<file path="src/rtl/poly_eval_gf32_if.sv">
`default_nettype none
// ============================================================================
// Module   : poly_eval_gf32_if
// Brief    : Evaluate handshake, coefficient RAM port and GF32 multiplier port
//            bundle for poly_eval_gf32.
// Revision : 1.0 - initial release
// ============================================================================
interface poly_eval_gf32_if #(
    parameter int T      = 3,
    parameter int ADDR_W = 8
);
    logic              i_start;
    logic [32*T-1:0]   i_r_eps;
    logic [ADDR_W-1:0] o_q_s_addr;
    logic              o_q_s_rd;
    logic [7:0]        i_q_s;
    logic              o_start_mul32;
    logic [31:0]       o_x_mul32;
    logic [31:0]       o_y_mul32;
    logic [31:0]       i_o_mul32;
    logic              i_done_mul32;
    logic [32*T-1:0]   o_evaluate_out;
    logic              o_done;

    modport master (
        output i_start, i_r_eps, i_q_s, i_o_mul32, i_done_mul32,
        input  o_q_s_addr, o_q_s_rd, o_start_mul32, o_x_mul32, o_y_mul32,
               o_evaluate_out, o_done
    );

    modport slave (
        input  i_start, i_r_eps, i_q_s, i_o_mul32, i_done_mul32,
        output o_q_s_addr, o_q_s_rd, o_start_mul32, o_x_mul32, o_y_mul32,
               o_evaluate_out, o_done
    );
endinterface
`default_nettype wire

</file>
<file path="src/rtl/poly_eval_gf32.sv">
`default_nettype none
// ============================================================================
// Module   : poly_eval_gf32
// Brief    : Horner evaluation of a GF256-coefficient polynomial at T points
//            in GF(2^32) using a shared external multiplier.
// Revision : 1.0 - initial release
// ============================================================================
module poly_eval_gf32 #(
    parameter string PARAMETER_SET = "L1",
    parameter int    M        = (PARAMETER_SET == "L1") ? 230 :
                                (PARAMETER_SET == "L3") ? 352 : 480,
    parameter int    POLY_LEN = M,
    parameter int    T        = (PARAMETER_SET == "L5") ? 4 : 3
) (
    input  wire logic       i_clk,
    input  wire logic       i_rst,
    poly_eval_gf32_if.slave bus
);

    localparam int ADDR_W = $clog2(M);
    localparam int LANE_W = (T > 1) ? $clog2(T) : 1;

    localparam logic [2:0] C_IDLE     = 3'd0;
    localparam logic [2:0] C_FETCH    = 3'd1;
    localparam logic [2:0] C_CAPTURE  = 3'd2;
    localparam logic [2:0] C_MUL_REQ  = 3'd3;
    localparam logic [2:0] C_MUL_WAIT = 3'd4;
    localparam logic [2:0] C_NEXT     = 3'd5;
    localparam logic [2:0] C_DONE     = 3'd6;

    logic [2:0]        r_state;
    logic [2:0]        w_next_state;
    logic [31:0]       r_pts [T];
    logic [31:0]       r_acc [T];
    logic [7:0]        r_coef;
    logic [ADDR_W-1:0] r_addr;
    logic              r_first;
    logic [LANE_W-1:0] r_lane;
    logic [LANE_W-1:0] w_lane_nxt;
    logic              w_last_lane;
    logic [31:0]       r_x;
    logic [31:0]       r_y;
    logic [32*T-1:0]   r_eval;
    logic              w_q_s_rd;
    logic              w_start_mul;
    logic              w_done;

    assign w_lane_nxt  = r_lane + LANE_W'(1);
    assign w_last_lane = (r_lane == LANE_W'(T - 1));

    always_ff @(posedge i_clk) begin
        if (i_rst) begin
            r_state <= C_IDLE;
        end else begin
            r_state <= w_next_state;
        end
    end

    always_comb begin
        w_next_state = r_state;
        case (r_state)
            C_IDLE:     if (bus.i_start) w_next_state = C_FETCH;
            C_FETCH:    w_next_state = C_CAPTURE;
            C_CAPTURE:  w_next_state = r_first ? C_NEXT : C_MUL_REQ;
            C_MUL_REQ:  w_next_state = C_MUL_WAIT;
            C_MUL_WAIT: begin
                if (bus.i_done_mul32) begin
                    w_next_state = w_last_lane ? C_NEXT : C_MUL_REQ;
                end
            end
            C_NEXT:     w_next_state = (r_addr == '0) ? C_DONE : C_FETCH;
            C_DONE:     w_next_state = C_IDLE;
            default:    w_next_state = C_IDLE;
        endcase
    end

    always_comb begin
        w_q_s_rd    = 1'b0;
        w_start_mul = 1'b0;
        w_done      = 1'b0;
        case (r_state)
            C_FETCH:   w_q_s_rd    = 1'b1;
            C_MUL_REQ: w_start_mul = 1'b1;
            C_DONE:    w_done      = 1'b1;
            default:   ;
        endcase
    end

    // Operands are loaded on entry to MUL_REQ so they are already stable
    // in the cycle the multiplier sees its start pulse.
    always_ff @(posedge i_clk) begin
        if (i_rst) begin
            for (int j = 0; j < T; j++) begin
                r_pts[j] <= '0;
                r_acc[j] <= '0;
            end
            r_coef  <= '0;
            r_addr  <= '0;
            r_first <= 1'b0;
            r_lane  <= '0;
            r_x     <= '0;
            r_y     <= '0;
            r_eval  <= '0;
        end else begin
            case (r_state)
                C_IDLE: begin
                    if (bus.i_start) begin
                        for (int j = 0; j < T; j++) begin
                            r_pts[j] <= bus.i_r_eps[32*j +: 32];
                        end
                        r_addr  <= ADDR_W'(POLY_LEN - 1);
                        r_first <= 1'b1;
                    end
                end
                C_CAPTURE: begin
                    r_coef <= bus.i_q_s;
                    if (r_first) begin
                        for (int j = 0; j < T; j++) begin
                            r_acc[j] <= {24'b0, bus.i_q_s};
                        end
                        r_first <= 1'b0;
                    end else begin
                        r_lane <= '0;
                        r_x    <= r_acc[0];
                        r_y    <= r_pts[0];
                    end
                end
                C_MUL_WAIT: begin
                    if (bus.i_done_mul32) begin
                        r_acc[r_lane] <= bus.i_o_mul32 ^ {24'b0, r_coef};
                        if (!w_last_lane) begin
                            r_lane <= w_lane_nxt;
                            r_x    <= r_acc[w_lane_nxt];
                            r_y    <= r_pts[w_lane_nxt];
                        end
                    end
                end
                C_NEXT: begin
                    // Results are published as DONE is entered so they are
                    // valid alongside the done pulse.
                    if (r_addr == '0) begin
                        for (int j = 0; j < T; j++) begin
                            r_eval[32*j +: 32] <= r_acc[j];
                        end
                    end else begin
                        r_addr <= r_addr - ADDR_W'(1);
                    end
                end
                default: ;
            endcase
        end
    end

    assign bus.o_q_s_addr     = r_addr;
    assign bus.o_q_s_rd       = w_q_s_rd;
    assign bus.o_start_mul32  = w_start_mul;
    assign bus.o_x_mul32      = r_x;
    assign bus.o_y_mul32      = r_y;
    assign bus.o_evaluate_out = r_eval;
    assign bus.o_done         = w_done;

endmodule
`default_nettype wire
</file>
<file path="src/flat_wrapper.sv">
// flat-port wrapper written by rule: the top's interface ports become plain ports
module poly_eval_gf32_flat 
#(
    parameter string PARAMETER_SET = "  ",
    parameter int    M        = (PARAMETER_SET == "  ") ? 230 :
                                (PARAMETER_SET == "  ") ? 352 : 480,
    parameter int    POLY_LEN = M,
    parameter int    T        = (PARAMETER_SET == "  ") ? 4 : 3
)
  (i_clk, i_rst, bus_i_start, bus_i_r_eps, bus_i_q_s, bus_i_o_mul32, bus_i_done_mul32, bus_o_q_s_addr, bus_o_q_s_rd, bus_o_start_mul32, bus_o_x_mul32, bus_o_y_mul32, bus_o_evaluate_out, bus_o_done);
  poly_eval_gf32_if #(.T(T)) bus_i ();
  input  wire logic i_clk;
  input  wire logic i_rst;
  input wire logic [$bits(bus_i.i_start)-1:0] bus_i_start;
  input wire logic [$bits(bus_i.i_r_eps)-1:0] bus_i_r_eps;
  input wire logic [$bits(bus_i.i_q_s)-1:0] bus_i_q_s;
  input wire logic [$bits(bus_i.i_o_mul32)-1:0] bus_i_o_mul32;
  input wire logic [$bits(bus_i.i_done_mul32)-1:0] bus_i_done_mul32;
  output wire logic [$bits(bus_i.o_q_s_addr)-1:0] bus_o_q_s_addr;
  output wire logic [$bits(bus_i.o_q_s_rd)-1:0] bus_o_q_s_rd;
  output wire logic [$bits(bus_i.o_start_mul32)-1:0] bus_o_start_mul32;
  output wire logic [$bits(bus_i.o_x_mul32)-1:0] bus_o_x_mul32;
  output wire logic [$bits(bus_i.o_y_mul32)-1:0] bus_o_y_mul32;
  output wire logic [$bits(bus_i.o_evaluate_out)-1:0] bus_o_evaluate_out;
  output wire logic [$bits(bus_i.o_done)-1:0] bus_o_done;
  assign bus_i.i_start = bus_i_start;
  assign bus_i.i_r_eps = bus_i_r_eps;
  assign bus_i.i_q_s = bus_i_q_s;
  assign bus_i.i_o_mul32 = bus_i_o_mul32;
  assign bus_i.i_done_mul32 = bus_i_done_mul32;
  assign bus_o_q_s_addr = bus_i.o_q_s_addr;
  assign bus_o_q_s_rd = bus_i.o_q_s_rd;
  assign bus_o_start_mul32 = bus_i.o_start_mul32;
  assign bus_o_x_mul32 = bus_i.o_x_mul32;
  assign bus_o_y_mul32 = bus_i.o_y_mul32;
  assign bus_o_evaluate_out = bus_i.o_evaluate_out;
  assign bus_o_done = bus_i.o_done;
  poly_eval_gf32 #(.PARAMETER_SET(PARAMETER_SET), .M(M), .POLY_LEN(POLY_LEN), .T(T)) u_core (.i_clk(i_clk), .i_rst(i_rst), .bus(bus_i));
endmodule
</file>
<file path="config.mk">
export PLATFORM = sky130hd
export DESIGN_NAME = poly_eval_gf32_flat
export DESIGN_NICKNAME = d
export VERILOG_FILES = /design/src/rtl/poly_eval_gf32_if.sv /design/src/rtl/poly_eval_gf32.sv /design/src/flat_wrapper.sv
export SDC_FILE = /design/constraint.sdc
export NUM_CORES = 1
export LEC_CHECK = 0
export ABC_CLOCK_PERIOD_IN_PS = 11300
export CORE_MARGIN = 8
export CORE_UTILIZATION = 40
export CTS_CLUSTER_SIZE = 16
export DETAILED_ROUTE_END_ITERATION = 12
export HOLD_SLACK_MARGIN = 0.08
export PLACE_DENSITY_LB_ADDON = 0.2
export SETUP_SLACK_MARGIN = 0.4
export SYNTH_ARGS = -nofsm -noshare
export SYNTH_HDL_FRONTEND = slang
export SYNTH_SLANG_ARGS = --single-unit
</file>
<file path="constraint.sdc">
create_clock -name i_clk -period 11.3 [get_ports i_clk]
set_input_delay 2.825 -clock i_clk [delete_from_list [all_inputs] [get_ports i_clk]]
set_output_delay 2.825 -clock i_clk [all_outputs]
set_load 0.02 [all_outputs]
</file>
Word level (Yosys, flattened, before mapping). Memories as Yosys holds them, arrays and structs flattened. A register that Yosys moved wholly into a read port is not among the register bits. Cells that the tools add are included.

Memories kept: 2. Bits in read-only memories: 0. Input port bits: 172. Memory bits (writable): 256. Word-level logic and storage cells: 95. Bits in registers: 214. Output and inout bits: 203. Bits in latches: 0.

Memory list: u_core.r_acc (depth 4, bits a word 32, read ports 5, clocked after memory_dff 3, write ports 4, line poly_eval_gf32.sv:34) `logic [31:0] r_acc [T];`; u_core.r_pts (depth 4, bits a word 32, read ports 2, clocked after memory_dff 0, write ports 4, line poly_eval_gf32.sv:33) `logic [31:0] r_pts [T];`.

Bitwise logic cells: 9. Multiply operators: 0. Shift-type cells: 0. Multiplexer cells: 51. $lt $le $gt $ge: 0. Equality and inequality tests: 12. Reduce and logical (&&, ||, !) cells: 11. $add $sub $neg: 2. Divide/modulo/power cells: 0.

Operators with widths (number): 2-to-1 mux 32 bit (15); one-hot mux 32 bit (2 select lines) (2); OR reduction 32 bit (1); XOR 32 x 8 -> 32 bit (1); 2-to-1 mux 1 bit (19); one-hot mux 3 bit (6 select lines) (1); 2-to-1 mux 8 bit (2); one-hot mux 8 bit (2 select lines) (1); 2-to-1 mux 3 bit (5); inequality test 2 bit, second input constant (5); == test 3 bit, second input constant (3); zero test 8 bit (1); 2-to-1 mux 2 bit (4); bitwise OR 1 bit (8); subtractor 8 x 1 -> 8 bit, second input constant (1); == test 3 x 2 -> 1 bit, second input constant (2); AND reduction 2 bit (3); nonzero test 2 bit (3); one-hot mux 2 bit (2 select lines) (1); AND reduction 4 bit (1); == test 3 x 1 -> 1 bit, second input constant (1); zero test 3 bit (1); AND reduction 3 bit (1); adder 2 x 1 -> 2 bit, second input constant (1); 2 further kinds (2).

Logic depth before layout (Yosys ltp).
Depth after elaboration: 6. Gate-level depth with buffers: 8. Depth with buffers taken out: 6.

Worst setup path before layout. Ideal clock, no wire load.

Kind: input -> register. From: input port i_rst. To: memory u_core.r_pts[0][0], enable pin. Stages on the path: 3. Arrival time: 6.501 ns. Setup time: 0.511 ns. Buffers on the path: 2. Path slack: 4.288 ns. Path through: clkbuf_1 > clkbuf_1 > nand2b_1.

RTL lines: start, declared (line flat_wrapper.sv:13) `input wire logic i_rst;`; end, declared (line poly_eval_gf32.sv:33).

==> results.toml <==
[critical_path]
critPathCaptureType = "flop"
r2r-start = "u_core.r_lane[0]"
criticalPathCategory = "in2reg"
crit_required_ns = 11.51
crit_start = "i_rst"
start_kind = "input pin"
arrival_ns = 5.65
path_max_fanout = 100

[clocking]
clk_path_buf_depth = 3
root_buffer = "clkbuf_16"
cts_inserted_buffers = 50
cts_tree = "done"
cts_max_level = 2
cts.sinks = 470
cts_resized = 0
clkLatencyLatePin_ns = 0.60
cts_setup_buffers = 0
cts_hold_buf = 0
clk_pin_slew_ns = 0.06

[sta]
fin_setup_tns_ns = 0
period_share_pct = 48.2
rsz0062_at_grt = "false"
max_freq_mhz = 184
hold_violations = 0
setup_violations = 0
min_period_ns = 5.44
fin_hold_ws_ns = 0.454
slew_violations = 0
tightestPinTransition_ns = 1.07
slew_headroom_pct = 28.5
fin_worst_skew_ns = 0.0204

[yosys]
synth_area_leader_cell = "edfxtp_1"
synth_edf_count = 256
synth_nets = 1884
postSynth.asyncResetShare_pct = 0
avgSynthCellArea_um2 = 11.2
syn_area_um2 = 19000
yosysWarnings = 0
yosys-top-cells-count = "294 x nand2_1, 256 x edfxtp_1, 214 x dfxtp_1, 142 x a21oi_1, 128 x and2_1"
synth-seq-cells = 470
ys.flop_type = "edfxtp_1"
ys_top_cells_by_area = "edfxtp_1 40%, dfxtp_1 22%, nand2_1 5.8%"
synth_cells = 1706
yosysSeqAreaShare_pct = 62.9
synth_top_area_share_pct = 40.4
yosysMostFrequentCell = "nand2_1"
yosysUniqueCellTypes = 50

[run_status]
status = "completed"

[detailed_routing]
drtPass1Iterations = 5
avgViaCountPerCell = 5.21
post_drt_wl_per_cell_um = 20.7
drtAntennaViolNets = 0
routed_wl_mm = 55.2
drt_iter0_drc = 988
drc_errors = 0
vias = 13900

[power_and_ir_drop]
power_uw = 4040
p_per_area_nw_per_um2 = 161
p_leak_uw = 0.00953
ir_drop_mv = 0.105

[grt]
grt_max_degree = 129
grt_overflow = 0
grt_usage_pct = 19.4
antenna_found_initial = 5
grt_pass1_wl_mm = 82.6
first_global_vias = 13900

[place]
numPortBuffers = 374
place_congestion = 0.818
place_hpwl_mm = 36.5

[finish]
drive_gt1_share_pct = 5.60
area_growth_pct = 31.5
nets = 2192
fillCellCount = 4201

[job]
maxCapViolCount = 0

[floorplan]
dieArea_um2 = 54900
design.core.area_um2 = 47300
die_y_um = 234
start_util_pct = 40.2
io_pins = 375
rows = 80
die_w_um = 234

[hold_path]
hold_start = "bus_o_evaluate_out[26]"
hp-class = "reg2reg"
-- power breakdown --
part	internal [uW]	total (uW)	leakage, uW	switching (uW)
Combinational	134	280	0.00420	146
Sequential	1890	1940	0.00443	42.1
Clock	1130	1820	0.000898	695
-- registers in the layout, indices dropped and copies added, names as in the netlist --
register	count
u_core.bus.o_x_mul32	32
u_core.r_coef	8
u_core.bus.o_q_s_addr	8
u_core.r_lane	2
u_core.r_pts	128
u_core.r_first	1
u_core.bus.o_y_mul32	32
u_core.r_acc	128
u_core.r_state	3
bus_o_evaluate_out	128
-- final cells by class --
cell class	instances	area (um2)	share of cell area, %
flip-flops and latches	470	12000	47.8
multi-input cells	1099	6580	26.3
repair buffers	387	3840	15.3
clock buffers	57	1340	5.35
well taps	615	769	3.07
clock inverters	35	507	2.02
inverters	6	22.5	0.0899
diodes	4	10.0	0.0400
-- cell families (layout without fill, tap and decap cells) --
kind of cell	Yosys count	after routing	synth area share, %
simple gates	696	696	19.0
flops	470	470	62.9
compound gates	320	320	10.7
buf+inv	137	485	3.12
mux	68	68	3.58
xor+xnor	9	9	0.414
fa+ha+maj	6	6	0.394
other cells	0	4	0
-- per-stage QoR --
step / setup slack, ns / instance area, um2 / utilization [%] / instances
detailed placement: 5.24 / 23200 / 49.0 / 2577
CTS: 5.87 / 25000 / 52.9 / 2669
finish: 5.86 / 25000 / 52.9 / 2673
global route: 5.64 / 25000 / 52.9 / 2670
global placement: 5.32 / 23200 / 49.0 / 2577
floorplan: 4.29 / 19000 / - / 1706
-- critical path: stages --
cell and delay (ns):
buf_6 0.23, buf_4 0.40, nor4b_4 0.29, buf_4 0.63, nand2_1 0.37, nand2_2 0.78
-- layout by cell type (no fill, tap or decap), types with 63 or more instances in the layout --
| master | n |
|---|---|
| o22ai_1 | 63 |
| and3_1 | 96 |
| a21oi_1 | 142 |
| nand2_1 | 290 |
| mux2i_1 | 67 |
| a221o_1 | 63 |
| clkdlybuf4s50_1 | 373 |
| nor2b_1 | 64 |
| edfxtp_1 | 256 |
| nand2b_1 | 65 |
| and2_1 | 128 |
| dfxtp_1 | 213 |
-- worst paths after layout --
kind	end	slack (ns)	cells past startpoint
setup / recovery	u_core.r_acc[2][24]	5.86	6
hold / removal	bus_o_evaluate_out[26]	0.45	2
hold reg to reg	bus_o_evaluate_out[26]	0.45	2
setup reg to reg	u_core.bus.o_y_mul32[6]	7.57	7
-- metal layers --
layer / track usage, % / share of wire [%] / vias up
met5: 0 / 0.081 / -
met4: 5.39 / 2.1 / 6
met3: 5.66 / 8.4 / 98
met2: 32.2 / 47 / 492
met1: 24.4 / 42 / 6650
li1: - / - / 6671
Power figures use the tool's default switching activity.
